<file path="src/rtl/cdb_arbiter_pkg.sv">
`default_nettype none
// =============================================================================
// cdb_arbiter_pkg : shared CDB width constants and the broadcast record type
// Revision 1.0
// =============================================================================
package cdb_arbiter_pkg;

  localparam int ROB_WIDTH      = 5;
  localparam int CDB_DATA_WIDTH = 32;

  typedef struct packed {
    logic                      valid;
    logic [ROB_WIDTH-1:0]      tag;
    logic [CDB_DATA_WIDTH-1:0] data;
  } cdb_t;

endpackage : cdb_arbiter_pkg
`default_nettype wire

</file>
<file path="src/rtl/cdb_arbiter_rr_pick.sv">
`default_nettype none
// =============================================================================
// cdb_arbiter_rr_pick : rotate / lowest-set-bit select / un-rotate grant picker
// Revision 1.0
// =============================================================================
module cdb_arbiter_rr_pick #(
  parameter int N_UNIT = 4,
  parameter int PTR_W  = $clog2(N_UNIT)
) (
  input  logic [N_UNIT-1:0] req_i,
  input  logic [PTR_W-1:0]  ptr_i,
  output logic [N_UNIT-1:0] grant_o
);

  logic [N_UNIT-1:0] w_rot;
  logic [N_UNIT-1:0] w_sel;

  // Bit 0 of the rotated vector is the unit rr_ptr points at.
  always_comb begin
    w_rot = '0;
    for (int j = 0; j < N_UNIT; j++) begin
      w_rot[j] = req_i[(j + int'(ptr_i)) % N_UNIT];
    end
  end

  assign w_sel = w_rot & (~w_rot + N_UNIT'(1));

  always_comb begin
    grant_o = '0;
    for (int j = 0; j < N_UNIT; j++) begin
      grant_o[(j + int'(ptr_i)) % N_UNIT] = w_sel[j];
    end
  end

endmodule : cdb_arbiter_rr_pick
`default_nettype wire

</file>
<file path="src/rtl/cdb_arbiter.sv">
`default_nettype none
// =============================================================================
// cdb_arbiter : round-robin common-data-bus arbiter, registered broadcast, flush
// Revision 1.0
// =============================================================================
module cdb_arbiter
  import cdb_arbiter_pkg::*;
#(
  parameter int N_UNIT     = 4,
  parameter int DATA_WIDTH = CDB_DATA_WIDTH
) (
  input  logic                                 clk,
  input  logic                                 reset,
  input  logic                                 flush,
  input  logic [N_UNIT-1:0]                    req_valid,
  input  logic [N_UNIT-1:0][ROB_WIDTH-1:0]     req_tag,
  input  logic [N_UNIT-1:0][DATA_WIDTH-1:0]    req_data,
  output logic [N_UNIT-1:0]                    req_ready,
  output cdb_t                                 cdb
);

  localparam int PTR_W = $clog2(N_UNIT);

  logic [PTR_W-1:0]      rr_ptr_q, rr_ptr_d;
  cdb_t                  cdb_q, cdb_d;
  logic [N_UNIT-1:0]     w_grant;
  logic [N_UNIT-1:0]     w_ready;
  logic [PTR_W-1:0]      w_gidx;
  logic [ROB_WIDTH-1:0]  w_tag;
  logic [DATA_WIDTH-1:0] w_data;
  logic                  w_xfer;

  cdb_arbiter_rr_pick #(
    .N_UNIT (N_UNIT),
    .PTR_W  (PTR_W)
  ) u_rr_pick (
    .req_i   (req_valid),
    .ptr_i   (rr_ptr_q),
    .grant_o (w_grant)
  );

  // Gating ready (not just the register update) keeps units from believing a
  // flushed or reset-cycle result was accepted.
  assign w_ready   = (reset || flush) ? '0 : w_grant;
  assign w_xfer    = |w_ready;
  assign req_ready = w_ready;

  always_comb begin
    w_gidx = '0;
    w_tag  = '0;
    w_data = '0;
    for (int i = 0; i < N_UNIT; i++) begin
      if (w_ready[i]) begin
        w_gidx = PTR_W'(i);
        w_tag  = req_tag[i];
        w_data = req_data[i];
      end
    end
  end

  always_comb begin
    rr_ptr_d = rr_ptr_q;
    if (w_xfer) begin
      rr_ptr_d = (w_gidx == PTR_W'(N_UNIT - 1)) ? '0 : w_gidx + PTR_W'(1);
    end
  end

  always_comb begin
    cdb_d       = cdb_q;
    cdb_d.valid = w_xfer;
    if (w_xfer) begin
      cdb_d.tag  = w_tag;
      cdb_d.data = w_data;
    end
  end

  always_ff @(posedge clk) begin
    if (reset) begin
      rr_ptr_q <= '0;
      cdb_q    <= '0;
    end else begin
      rr_ptr_q <= rr_ptr_d;
      cdb_q    <= cdb_d;
    end
  end

  assign cdb = cdb_q;

endmodule : cdb_arbiter
`default_nettype wire
</file>
<file path="config.mk">
export PLATFORM = sky130hd
export DESIGN_NAME = cdb_arbiter
export DESIGN_NICKNAME = d
export VERILOG_FILES = /design/src/rtl/cdb_arbiter_pkg.sv /design/src/rtl/cdb_arbiter_rr_pick.sv /design/src/rtl/cdb_arbiter.sv
export SDC_FILE = /design/constraint.sdc
export NUM_CORES = 1
export LEC_CHECK = 0
export BUFFER_PORTS_ARGS = -buffer_cell sky130_fd_sc_hd__buf_2
export CORE_MARGIN = 4
export CORE_UTILIZATION = 35
export DETAILED_ROUTE_END_ITERATION = 10
export HOLD_SLACK_MARGIN = 0.15
export MAX_ROUTING_LAYER = met4
export PLACE_DENSITY = 0.71
export RECOVER_POWER = 100
export SLEW_MARGIN = 10
export SYNTH_ARGS = -nofsm -noshare
export SYNTH_HDL_FRONTEND = slang
export SYNTH_SLANG_ARGS = --single-unit
export TNS_END_PERCENT = 30
</file>
<file path="constraint.sdc">
create_clock -name clk -period 4.1 [get_ports clk]
set_input_delay 0 -clock clk [delete_from_list [all_inputs] [get_ports clk]]
set_output_delay 0 -clock clk [all_outputs]
set_load 0.01 [all_outputs]
</file>
# Yosys cells after proc, flatten, opt, wreduce, memory -nomap -nowiden
# Cells that the tools add are included.
[word_totals]
register_bits = 40
in_bits = 155
elab_cells = 68
out_inout_bits = 42
[classes]
muxes = 35
reduce_logical = 9
eq_ne = 1
n_lt_le_gt_ge = 8
n_bitwise = 6
addsub = 5
[ops]
columns = ["cell", "n"]
rows = [
  ["32-bit two-way mux", 4],
  ["5-bit two-way mux", 4],
  ["4-bit bitwise mux", 3],
  ["3-bit by 4-bit less-than comparator with 1-bit output, second input constant", 3],
  ["1-bit two-way mux", 12],
  ["3-bit by 1-bit >= comparator with 1-bit output, second input constant", 3],
  ["4-bit bitwise AND", 2],
  ["1-bit binary-select mux with 2-bit select", 4],
  ["1-bit demux with 2-bit select", 4],
  ["2-bit two-way mux", 3],
  ["2-bit OR reduction", 3],
  ["2-bit adder, first input constant", 2],
  ["4-bit by 1-bit adder with 4-bit output, second input constant", 1],
  ["1-bit logical AND", 4],
  ["4-bit two-way mux", 1],
  ["4-bit NOT", 1],
  ["4-bit OR reduction", 1],
  ["1-bit bitwise AND, first input constant", 3],
  ["2-bit by 3-bit less-than comparator with 1-bit output, second input constant", 1],
  ["1-bit by 2-bit adder with 2-bit output, first input constant", 1],
  ["2-bit by 1-bit adder with 2-bit output, second input constant", 1],
  ["2-bit equality test, second input constant", 1],
  ["2-bit by 1-bit >= comparator with 1-bit output, second input constant", 1],
  ["1-bit logical OR", 1],
]

# Longest topological paths before layout
[logic_depth]
depth_word = 19
ltp_mapped = 12

# Modules after synthesis
# Synthesis repeated with hierarchy kept, for this count alone.
[unflattened]
cells_unflattened = 323
area_unflattened_um2 = 3005.4
[by_module_without_submodules]
columns = ["module", "cells_each", "instances", "seq_area_each_um2", "area_per_inst_um2"]
rows = [
  ["cdb_arbiter", 285, 1, 800.8, 2627.5],
  ["cdb_arbiter_rr_pick", 38, 1, 0.0, 377.9],
]

# Worst setup path before layout
# No wires, ideal clock.
[synth_path]
kind = "register to register"
startpoint = "register rr_ptr_q[0]"
endpoint = "register cdb_q (netlist bit cdb[28])"
setup_ns = 0.069
slack_ns = 1.129
arrival_ns = 2.902
path_stages_with_launch = 13
period_less_slack_ns = 2.971
cell_sequence = "dfxtp_1 inv_1 ha_1 mux2_2 a22oi_1 o22ai_1 a221oi_2 buf_2 o2111a_1 buf_2 buf_2 nand3b_1 o21ai_1"
[synth_between]
elab_chain_cells = 15
[synth_lines]
columns = ["element", "line", "source"]
rows = [
  ["start: declaration", "cdb_arbiter.sv:24", "logic [PTR_W-1:0] rr_ptr_q, rr_ptr_d;"],
  ["start signal: assignment", "cdb_arbiter.sv:82", "rr_ptr_q <= rr_ptr_d;"],
  ["1-bit by 2-bit adder with 2-bit output", "cdb_arbiter_rr_pick.sv:22, cdb_arbiter_rr_pick.sv:31", ""],
  ["1-bit binary-select mux with 2-bit select or 2-bit OR reduction (tied branches)", "n/a", ""],
  ["1-bit two-way mux (not written as such) or 1-bit bitwise AND (tied branches)", "n/a", ""],
  ["1-bit two-way mux (not written as such), or another cell as far along", "cdb_arbiter_rr_pick.sv:22", "w_rot[j] = req_i[(j + int'(ptr_i)) % N_UNIT];"],
  ["4-bit NOT or 1-bit logical AND (tied branches)", "cdb_arbiter_rr_pick.sv:26, cdb_arbiter_rr_pick.sv:31", ""],
  ["4-bit by 1-bit adder with 4-bit output or 1-bit two-way mux (tied branches)", "cdb_arbiter_rr_pick.sv:26, cdb_arbiter_rr_pick.sv:31", ""],
  ["4-bit bitwise AND or 1-bit demux with 2-bit select (tied branches)", "n/a", ""],
  ["4-bit bitwise mux (2 in series)", "cdb_arbiter_rr_pick.sv:31", "grant_o[(j + int'(ptr_i)) % N_UNIT] = w_sel[j];"],
  ["4-bit bitwise mux *", "cdb_arbiter_rr_pick.sv:31", ""],
  ["4-bit two-way mux *", "cdb_arbiter.sv:44", "assign w_ready = (reset || flush) ? '0 : w_grant;"],
  ["32-bit two-way mux (4 in series)", "cdb_arbiter.sv:53", "if (w_ready[i]) begin"],
  ["end signal: assignment", "cdb_arbiter.sv:80", "cdb_q <= '0;"],
  ["end signal: assignment", "cdb_arbiter.sv:83", "cdb_q <= cdb_d;"],
  ["end: declaration", "cdb_arbiter.sv:25", "cdb_t cdb_q, cdb_d;"],
]
# Mark *: on every way between the ends. The rest lies on a longest branch, timed or not. The select of a mux whose other input is x is not followed.
# A chain may end at the register's enable or synchronous reset.

# Final worst setup path
[layout_path]
startpoint = "register rr_ptr_q[0]"
endpoint = "register cdb_q (netlist bit cdb[33])"
[layout_between]
elab_chain_cells = 15
[layout_lines]
columns = ["element", "line"]
rows = [
  ["1-bit by 2-bit adder with 2-bit output", "cdb_arbiter_rr_pick.sv:22, cdb_arbiter_rr_pick.sv:31"],
  ["1-bit binary-select mux with 2-bit select or 2-bit OR reduction (tied branches)", "n/a"],
  ["1-bit two-way mux (not written as such) or 1-bit bitwise AND (tied branches)", "n/a"],
  ["1-bit two-way mux (not written as such), or another cell as far along", "cdb_arbiter_rr_pick.sv:22"],
  ["4-bit NOT or 1-bit logical AND (tied branches)", "cdb_arbiter_rr_pick.sv:26, cdb_arbiter_rr_pick.sv:31"],
  ["4-bit by 1-bit adder with 4-bit output or 1-bit two-way mux (tied branches)", "cdb_arbiter_rr_pick.sv:26, cdb_arbiter_rr_pick.sv:31"],
  ["4-bit bitwise AND or 1-bit demux with 2-bit select (tied branches)", "n/a"],
  ["4-bit bitwise mux (2 in series)", "cdb_arbiter_rr_pick.sv:31"],
  ["4-bit bitwise mux *", "cdb_arbiter_rr_pick.sv:31"],
  ["4-bit two-way mux *", "cdb_arbiter.sv:44"],
  ["5-bit two-way mux (4 in series)", "cdb_arbiter.sv:53"],
]
# Marked as above.

==> results.tsv <==
stage	metric	value	unit
setup_path	Worst Setup Start Kind	flip-flop	
power_and_ir_drop	Power, Total	2360	uW
power_and_ir_drop	Reg power frac	25.0	%
finish	share of cells above drive strength 1	29.4	%
detailed_routing	Vias/cell	5.63	
timing	Worst slew margin	45.2	%
clock_tree	CTS tree	yes	
clock_tree	Root Driver	clkbuf_8	
finish	nets	808	
floorplanning	die height	96.3	um
power_and_ir_drop	switching share of power	38.9	%
setup_path	Crit Path Max Fanout	23	
detailed_routing	DRC Markers	0	
detailed_routing	DR iter-0 viols	343	
power_and_ir_drop	Comb pwr share	55.7	%
setup_path	reg2reg start	rr_ptr_q[0]	
floorplanning	row count	31	
setup_path	worst r2r dst	cdb[33]	
detailed_routing	first-pass iteration count of the detailed router	5	
worst_hold_path	worst hold path depth	2	
synthesis	number of synthesized flops with an enable pin	0	
synthesis	count leader, synth	o21ai_0	
power_and_ir_drop	Clock Power Share	19.3	%
synthesis	top_reg_cell synth	dfxtp_1	
global_routing	initial antenna violation count	0	
global_routing	first-pass GRT wire length	20.6	mm
floorplanning	Die ar.	9280	um^2
power_and_ir_drop	Leak	0.00207	uW
timing	Worst-Margin Slew	0.821	ns
floorplanning	Initial Util	36.9	%
setup_path	Setup CP Type	flip-flop to flip-flop	
timing	final hold violations	0	
clock_tree	CTS Buffer Depth	2	
clock_tree	clock latency on the worst-skew pair	0.29	ns
synthesis	Synth async-reset ratio	0	%
global_routing	vias in the first global route	4328	
synthesis	Synth Instances	357	
setup_path	depth of the most critical reg-to-reg path	12	
global_routing	largest net degree at the start of global routing	42	
placed_design	IO Port Bufs	196	
detailed_routing	routed vias	4208	
detailed_routing	Post-Route WL	13.4	mm
placed_design	DP HPWL	8.14	mm
synthesis	sequential element share of the synthesized area	29.3	%
detailed_routing	Final ANT Viol Nets	0	
floorplanning	floorplan core area	7410	um^2
power_and_ir_drop	sw power	918	uW
finish	# fillers	625	
timing	fmax	257	MHz
setup_path	Worst EP required	4.31	ns
clock_tree	H-tree levels	2	
synthesis	Avg Cell Area, Syn	7.65	um^2
timing	setup_tns	0	ns
run	# Max-Cap Violations	0	
global_routing	All-Layer GR Usage	29.5	%
synthesis	syn nets	519	
global_routing	GR Overflow Total	0	
detailed_routing	wire length per cell	18.0	um
finish	Area growth syn-to-layout	81.9	%
outcome	status	complete, no violations	
finish	Multi-input gate area	1760	um^2
synthesis	synthesized area	2730	um^2
floorplanning	Die W	96.3	um
synthesis	largest area contributor in the netlist	dfxtp_1	
timing	period utilization	95.0	%
clock_tree	clk sinks	40	
timing	Final setup viols	0	
setup_path	CP endpoint kind	flip-flop	
power_and_ir_drop	PwrDens	475	nW/um^2
clock_tree	cts bufs inserted	5	
setup_path	Worst R2R Setup Slack	0.20	ns
synthesis	synth unique cells	39	
worst_hold_path	min-delay worst type	input pin to flip-flop	
synthesis	Yosys top cell area share	29.3	%
worst_hold_path	WHS Endpoint	rr_ptr_q[0]	
power_and_ir_drop	Max VDD drop	0.000257	V
placed_design	GPL Wtd Cong	0.840	
synthesis	Post-synth top cells	o21ai_0 (49), dfxtp_1 (40), nand2_1 (40), nor2_1 (39)	
timing	RSZ-0062 raised after global routing	false	
worst_hold_path	hold_sp	reset	
synthesis	synthesized flop and latch total	40	
synthesis	yosys warns	0	
timing	skew final	0.00708	ns
timing	Final Max Slew Viols	0	
timing	post-layout min period	3.90	ns
setup_path	arrival time worst endpoint	4.11	ns
power_and_ir_drop	Pint	1440	uW
clock_tree	clk slew on worst S/H paths	0.09	ns
synthesis	Synth area leaders	dfxtp_1 (29%), a221oi_1 (12%), nand3b_1 (10%)	
floorplanning	I/O pins	197	
finish	Storage cell area	803	um^2
flip-flops by register name (all words and copies together), names as in the netlist:
register	count
cdb	38
rr_ptr_q	2
metal layers:
layer	part of all wire, %	GRT usage (%)	vias to the layer above	routed length (um)
li1	-	-	1898	-
met4	4.8	18.0	0	648
met1	35	31.2	1931	4730
met3	10	7.51	70	1380
met2	50	49.2	309	6650
met5	0	-	-	0
final cells by class:
class / instances / share of cell area, %
Timing Repair Buffer: 313 / 41.8
Multi-Input combinational cell: 275 / 35.5
Sequential cell: 40 / 16.2
Tap cell: 99 / 2.49
Clock inverter: 3 / 1.81
Clock buffer: 5 / 1.39
Inverter: 11 / 0.831
Antenna cell: 1 / 0.0504
cell families after synthesis:
logic type / Yosys count / synth area share (%)
AOI/OAI and AO/OA: 129 / 31.0
adders and majority gates: 7 / 3.21
buffers and inverters: 42 / 7.60
DFF: 40 / 29.3
muxes: 5 / 3.30
and+or+nand+nor: 134 / 25.6
cell usage in the layout (no fill, tap or decap), types with 2 or more instances in the layout:
master	n
o21ai_0	69
clkbuf_1	41
dlygate4sd3_1	105
a21oi_1	2
o21ai_1	10
ha_1	7
dfxtp_2	2
bufinv_16	3
a221oi_1	37
mux4_2	3
nor3_1	3
dfxtp_1	38
clkbuf_8	5
mux2_2	2
inv_1	11
nand2_1	40
nand3b_1	37
nor2_1	38
nor4_1	2
buf_4	7
nand2b_1	4
buf_2	157
worst max-delay path: stages, from the launching register on:
cell and delay, ns:
dfxtp_2 0.45, inv_1 0.13, ha_1 0.36, mux2_2 0.35, a22oi_1 0.35, o22ai_1 0.18
a221oi_4 0.26, buf_4 0.25, nor3b_4 0.20, clkbuf_4 0.34, a221oi_1 0.14, dlygate4sd3_1 0.60
o21ai_0 0.19
how the worst max path moves through the flow:
stage,slack [ns],startpoint,endpoint
final,0.20,rr_ptr_q[0],cdb[33]
after detailed placement,0.51,rr_ptr_q[0],cdb[30]
after global routing,0.05,rr_ptr_q[0],cdb[4]
after global placement,0.72,rr_ptr_q[0],cdb[7]
after CTS,0.07,rr_ptr_q[0],cdb[30]
after floorplan,1.13,rr_ptr_q[0],cdb[28]
power groups by stage:
stage                     clock network, uW  registers (uW)  logic [uW]
after floorplan                           0             633         632
after global placement                    0             583        1030
after detailed placement                  0             588        1060
after CTS                               465             580        1310
after global routing                    480             604        1430
final                                   457             590        1310
through the flow:
stage               utilization (%)  area [um^2]  hold slack [ns]  worst slack, ns  std cells
floorplan                         -         2730            0.150             1.13        357
global placement               51.2         3790            0.239            0.724        631
detailed placement             51.2         3790            0.244            0.506        631
CTS                            67.6         5000            0.266           0.0703        744
global route                   67.0         4960            0.287           0.0450        746
finish                         67.0         4970            0.279            0.205        747
what timing repair did:
item	4_1_cts	5_1_grt
setup endpoints to repair	0	37
hold buffers	105	0
gates resized for setup	0	3
endpoints found under the hold margin	37	0
setup buffers	0	2
Note: power is estimated with default switching activity, not from simulation.
